`src/rtl/pipeline_stage_reg.sv`:
```
// -----------------------------------------------------------------------------
// pipeline_stage_reg
//
// Generic handshaked pipeline register for the core dataflow. It replaces
// the fixed IF/ID, ID/EX, EX/MEM and MEM/WB registers: the caller packs any
// stage struct into Width bits. Adds valid/ready flow control, a dominant
// synchronous flush and an optional 2-entry skid buffer.
//
// With SkidEn=1, in_ready comes straight from a state flop, so a stall
// downstream never forms a combinational ready chain across stages. With
// SkidEn=0 the stage holds a single entry and in_ready depends
// combinationally on out_ready (!out_valid | out_ready).
//
// Parameters
//   Width       payload width in bits (packed stage struct)
//   SkidEn      1: 2-entry skid buffer, registered in_ready; 0: single entry
//   BubbleValue value driven on out_data while out_valid=0 (NOP bubble)
//
// Ports
//   clock      in   1      core clock, all state on rising edge
//   reset_n    in   1      asynchronous, active-low reset
//   flush      in   1      discard all held entries (branch/trap redirect)
//   in_valid   in   1      upstream presents in_data
//   in_ready   out  1      stage accepts in_data this cycle
//   in_data    in   Width  upstream payload
//   out_valid  out  1      out_data holds a valid entry
//   out_ready  in   1      downstream consumes out_data this cycle
//   out_data   out  Width  payload to the next stage
//   level      out  2      held entries: 0..2 (0..1 when SkidEn=0)
// -----------------------------------------------------------------------------
module pipeline_stage_reg #(
  parameter int unsigned      Width       = 64,
  parameter bit               SkidEn      = 1'b1,
  parameter logic [Width-1:0] BubbleValue = '0
) (
  input  logic             clock,
  input  logic             reset_n,
  input  logic             flush,
  input  logic             in_valid,
  output logic             in_ready,
  input  logic [Width-1:0] in_data,
  output logic             out_valid,
  input  logic             out_ready,
  output logic [Width-1:0] out_data,
  output logic [1:0]       level
);

  // State encoding is {main_v, skid_v}, so the valid bits fall straight out
  // of the state register. skid_v is only ever set while main_v is set.
  typedef enum logic [1:0] {
    ST_EMPTY = 2'b00,
    ST_FULL  = 2'b10,
    ST_SKID  = 2'b11
  } state_t;

  state_t state_q, state_d;

  logic main_v;
  logic skid_v;
  logic accept;
  logic consume;

  // Datapath load strobes produced by the next-state logic.
  logic load_main_in;
  logic load_main_skid;
  logic load_skid_in;

  logic [Width-1:0] main_q;
  logic [Width-1:0] skid_q;

  assign main_v  = state_q[1];
  assign skid_v  = state_q[0];
  assign accept  = in_valid & in_ready;
  assign consume = out_valid & out_ready;

  // ---------------------------------------------------------------------------
  // State register
  // ---------------------------------------------------------------------------
  // NOTE: sequential state uses non-blocking (<=) so every flop samples the
  // pre-edge values; blocking here would create order-dependent races.
  always_ff @(posedge clock or negedge reset_n) begin
    if (!reset_n) begin
      state_q <= ST_EMPTY;
    end else begin
      state_q <= state_d;
    end
  end

  // ---------------------------------------------------------------------------
  // Next-state logic
  // ---------------------------------------------------------------------------
  // Flush wins over everything: both entries are invalidated and an input
  // offered in the same cycle is dropped (no load strobe fires). A consume in
  // the flush cycle still completes downstream; it just leaves nothing behind.
  always_comb begin
    // NOTE: every output of this block gets a default first, so no path
    // through the case can leave a signal unassigned and infer a latch.
    state_d        = state_q;
    load_main_in   = 1'b0;
    load_main_skid = 1'b0;
    load_skid_in   = 1'b0;

    if (flush) begin
      state_d = ST_EMPTY;
    end else begin
      unique case (state_q)
        ST_EMPTY: begin
          if (accept) begin
            load_main_in = 1'b1;
            state_d      = ST_FULL;
          end
        end

        ST_FULL: begin
          if (accept && consume) begin
            // Old main leaves while the new entry replaces it in place.
            load_main_in = 1'b1;
          end else if (accept && SkidEn) begin
            // Downstream stalled: park the new entry behind main. Without a
            // skid buffer in_ready is low here, so this arm is unreachable.
            load_skid_in = 1'b1;
            state_d      = ST_SKID;
          end else if (consume) begin
            state_d = ST_EMPTY;
          end
        end

        ST_SKID: begin
          // in_ready is low, so only a consume can move things. The parked
          // entry is promoted to main, keeping strict FIFO order.
          if (consume) begin
            load_main_skid = 1'b1;
            state_d        = ST_FULL;
          end
        end

        default: begin
          state_d = ST_EMPTY;
        end
      endcase
    end
  end

  // ---------------------------------------------------------------------------
  // Output logic
  // ---------------------------------------------------------------------------
  always_comb begin
    out_valid = main_v;
    out_data  = main_v ? main_q : BubbleValue;

    // level = main_v + skid_v, written as a direct decode of the state.
    level = {skid_v, main_v & ~skid_v};

    if (SkidEn) begin
      // Pure flop output: no path from out_ready.
      in_ready = ~skid_v;
    end else begin
      // Single entry: a slot frees up in the same cycle it is consumed, so
      // ready has to look at out_ready combinationally.
      in_ready = ~main_v | out_ready;
    end
  end

  // ---------------------------------------------------------------------------
  // Payload registers
  // ---------------------------------------------------------------------------
  // NOTE: the payload flops carry no reset; the valid bits in the state
  // register already mark them empty and out_data is forced to BubbleValue
  // while out_valid=0, so resetting Width-wide data would only cost routing.
  always_ff @(posedge clock) begin
    if (load_main_in) begin
      main_q <= in_data;
    end else if (load_main_skid) begin
      main_q <= skid_q;
    end

    if (load_skid_in) begin
      skid_q <= in_data;
    end
  end

endmodule

```
`config.mk`:
```
export PLATFORM = sky130hd
export DESIGN_NAME = pipeline_stage_reg
export DESIGN_NICKNAME = d
export VERILOG_FILES = /design/src/rtl/pipeline_stage_reg.sv
export SDC_FILE = /design/constraint.sdc
export NUM_CORES = 1
export LEC_CHECK = 0
export CAP_MARGIN = 20
export CELL_PAD_IN_SITES_DETAIL_PLACEMENT = 1
export CELL_PAD_IN_SITES_GLOBAL_PLACEMENT = 2
export CORE_AREA = 2 2 147 149
export DETAILED_ROUTE_END_ITERATION = 10
export DIE_AREA = 0 0 149 151
export HOLD_SLACK_MARGIN = 0.12
export PLACE_DENSITY_LB_ADDON = 0.1
export SYNTH_ARGS = -nofsm -noshare
export SYNTH_HDL_FRONTEND = slang
export SYNTH_SLANG_ARGS = --single-unit
```
`constraint.sdc`:
```
create_clock -name clock -period 5.42 [get_ports clock]
set_clock_uncertainty 0.2 [all_clocks]
set_input_delay 0.813 -clock clock [delete_from_list [all_inputs] [get_ports clock]]
set_output_delay 0.813 -clock clock [all_outputs]
set_load 0.005 [all_outputs]
```
# Yosys cells after proc, flatten, opt, wreduce, memory -nomap -nowiden

Index checks and enable logic that the tools add are counted.

Register bits after elaboration: 130
Input port bits: 69

Eq/ne operators: 6
Muxes and demuxes: 20
Bitwise gates (word level): 4
Reductions and logical operators: 4

Operators with widths:

| kind               | number |
|---|---|
| $mux 64            | 3 |
| $mux 2             | 6 |
| $mux 1             | 9 |
| $ne 3x3->1 const B | 3 |
| $pmux 2 s3         | 1 |
| $eq 2x2->1 const B | 2 |
| $ne 4x4->1 const B | 1 |
| $reduce_and 4->1   | 1 |
| $and 1x1->1        | 3 |
| $logic_not 2->1    | 1 |
| $pmux 1 s2         | 1 |
| $reduce_bool 2->1  | 1 |
| $logic_and 1x1->1  | 1 |
| $not 1->1          | 1 |

# Logic depth before layout (Yosys ltp)

Depth after elaboration: 7
Depth in mapped cells: 7
Mapped depth without buffers: 6

# Worst setup path before layout

No wires, ideal clock.

Kind: input port to flip-flop
Start: in flush
End: reg main_q[0] (enable)
Library setup time: 0.499 ns
Arrival: 4.202 ns
Setup slack: 0.519 ns
Stages on the path: 3
Buffers on the path: 0
Cell sequence: and4bb_4 > nor2_1 > o21bai_1

Longest elaborated chain between the ends: 2
Elaborated cells between the ends (all ways): 3
Those cells by class: mux: 2; reduce/logical: 1

RTL lines:

| what                                   | RTL line | text |
|---|---|---|
| start, declared                        | 38       | `input logic flush,` |
| $mux 1                                 | 103      | `if (flush) begin` |
| $reduce_bool 2->1 (no source line) (*) | n/a      |  |
| end signal, assigned                   | 172      | `main_q <= in_data;` |
| end signal, assigned                   | 174      | `main_q <= skid_q;` |
| end, declared                          | 68       | `logic [Width-1:0] main_q;` |

Mark *: on every way between the ends. The rest lies on a longest branch, timed or not.
A chain may end at the register's enable or synchronous reset.

# Worst setup path after layout

Start: reg state_q[1]
End: out out_data[48]

Longest elaborated chain between the ends: 1

RTL lines:

| what                   | RTL line | text |
|---|---|---|
| start, declared        | 56       | `state_t state_q, state_d;` |
| start signal, assigned | 85       | `state_q <= state_d;` |
| $mux 64                | 149      | `out_data = main_v ? main_q : BubbleValue;` |
| end, declared          | 44       | `output logic [Width-1:0] out_data,` |

No other way between the ends.

==> flow_summary.json <==
{
  "status": "complete, no violations",
  "regArea_um2": 3890,
  "wl_met2_um": 5910,
  "final_cells": 728,
  "wl_um": 11800,
  "drc": 0,
  "grt_usage_pct": 10.9,
  "die_y_um": 151,
  "initial_core_util_pct": 25.8,
  "synth-seq-cells": 130,
  "cts_resized": 0,
  "dp_slack_ns": 1.87,
  "setup-tns-final_ns": 0,
  "final_area_um2": 7640,
  "worstPathArrival_ns": 1.95,
  "synth_cell_types": 23,
  "viasPerCell": 4.06,
  "fmax_ghz": 0.338,
  "synth_warnings": 0,
  "synth_area_leaders": "edfxtp_1 71%, mux2_2 9.0%, and2_1 7.6%",
  "layout_setup_ws_ns": 2.46,
  "path_max_fanout": 61,
  "required_ns": 4.41,
  "clock_latency_ns": 0.41,
  "clk_pin_slew_worst_paths_ns": 0.06,
  "wl_per_cell_um": 16.2,
  "yosys-top-cells-count": "128 x edfxtp_1, 65 x and2_1, 43 x mux2_2",
  "min_period_ns": 2.96,
  "worst_slew_pin_slew_ns": 0.949,
  "antennaDiodeCount": 0,
  "coreArea_um2": 20800,
  "wl_met3_um": 755,
  "wl_met1_um": 4930,
  "maxCapViolCount": 0,
  "place_hpwl_um": 7560,
  "synth_cells": 294,
  "async_reset_ff_share_pct": 1.54,
  "dpl.cell_count": 695,
  "area.growth.synth_to_final_pct": 42.1,
  "synth_edf_count": 128,
  "die_area_um2": 22500,
  "yosys.area.top_type_share_pct": 71.5,
  "synth.largest_area_cell": "edfxtp_1",
  "ctsLongestPathBuffers": 2,
  "drive_gt1_share_pct": 21.4,
  "cts_hold_buf": 0,
  "maxSlewViolCount": 0,
  "clkSinkCount": 130,
  "hold_viol_final": 0,
  "final-setup-viol-count": 0,
  "grt_pass1_vias": 3173,
  "multi_input_area_um2": 1400,
  "rows": 53,
  "grt_antenna_before_repair": 0,
  "grt_pass1_wl_um": 17700,
  "pin_count": 137,
  "cts_buffers": 17,
  "vdd_ir_drop_max_mv": 0.212,
  "port_buffers": 136,
  "topRoutingLayerUsed": "met4",
  "seq_area_frac_synth_pct": 72.4,
  "worstSetupPathType": "flip-flop to output port",
  "synth.avg_cell_area_um2": 18.3,
  "max_slew_margin_pct": 36.8,
  "final_nets": 513,
  "power.density_nw_per_um2": 432,
  "drt-initial-drc-count": 101,
  "fillerInstances": 2150,
  "cts_setup_buffers": 0,
  "num_vias": 2955,
  "cp-end-kind": "output port",
  "power_mw": 3.30,
  "ant_nets": 0,
  "synthFlopType": "edfxtp_1",
  "grt_max_degree": 72,
  "start_kind": "flip-flop",
  "first_pass_iters": 4,
  "root_buffer": "clkbuf_16",
  "p_leak_nw": 2.66,
  "cts_tree": "built",
  "hold_class": "flip-flop to flip-flop",
  "synth.most_common_cell": "edfxtp_1",
  "grt-ovfl-total": 0,
  "placed_cell_area_um2": 7040,
  "rsz0062_at_grt": "false",
  "synth.net_count": 367,
  "gp_congestion": 0.702,
  "htreeDepth": 4,
  "die_w_um": 149,
  "fin_crit_sh_pct": 54.7,
  "syn_area_um2": 5380
}
[where the power goes]
part	total (mW)	internal [mW]	switching (mW)
sequential	1.32	1.28	0.0390
clock	1.14	0.744	0.398
combinational	0.841	0.488	0.353
total	3.30	2.51	0.790
[registers in the layout, summed over array words and instances, names as in the netlist]
name and cells:
main_q 64, state_q 2, skid_q 64
[placed cells by master (no fill, tap or decap), drive strengths merged]
cell,n
nand3,1
mux2,65
nor2,1
and2b,1
clkbuf,25
ha,4
and3b,1
inv,2
edfxtp,128
buf,4
and2,65
clkdlybuf4s50,136
o311ai,1
a21oi,1
mux2i,1
nand2,3
clkinv,4
and4bb,1
a31oi,1
a211o,1
dfrtp,2
bufinv,3
o21bai,1
nor2b,1
[critical path, cell delays in order (launching register included)]
cell             delay, ns
dfrtp_2               0.52
buf_12                0.28
and2_1                0.21
clkdlybuf4s50_1       0.51
[stage by stage]
stage	hold WS [ns]	utilization (%)
final	0.343	36.7
after global routing	0.345	36.7
after CTS	0.345	36.6
after detailed placement	0.335	33.8
after global placement	0.330	33.8
after floorplan	0.308	-
[cell type report]
cell class / instances / share of cell area (%)
clock inverter: 7 / 1.42
tap: 275 / 4.50
sequential: 130 / 50.9
clock buffer: 25 / 6.22
inverter: 2 / 0.0982
multi-input combinational: 149 / 18.3
timing repair buffer: 140 / 18.5
[per-layer routing]
layer / GRT usage [%] / vias to the layer above
met2: 17.7 / 81
li1: - / 1392
met1: 12.7 / 1471
met5: 0 / -
met3: 4.46 / 11
met4: 4.71 / 0
[cells by family (layout without fill, tap and decap cells)]
family	after synthesis	count (layout)	share of synthesized area, %
AO/OA/AOI/OAI	5	5	0.954
adder cells (fa/ha/maj)	4	4	0.930
buffers and inverters	15	174	1.88
flip-flops	130	130	72.4
multiplexers	66	66	15.2
AND/OR/NAND/NOR	74	74	8.65
[worst paths after layout]
check	startpoint	to	slack (ns)	cells after the start
max in group asynchronous	reset_n	state_q[1]	4.51	1
hold / removal	skid_q[30]	main_q[30]	0.34	1
hold reg to reg	skid_q[30]	main_q[30]	0.34	1
setup / recovery	state_q[1]	out_data[48]	2.46	3
setup reg to reg	state_q[1]	main_q[0]	2.53	7
min in group asynchronous	reset_n	state_q[1]	0.37	1
Power figures use the tool's default switching activity.
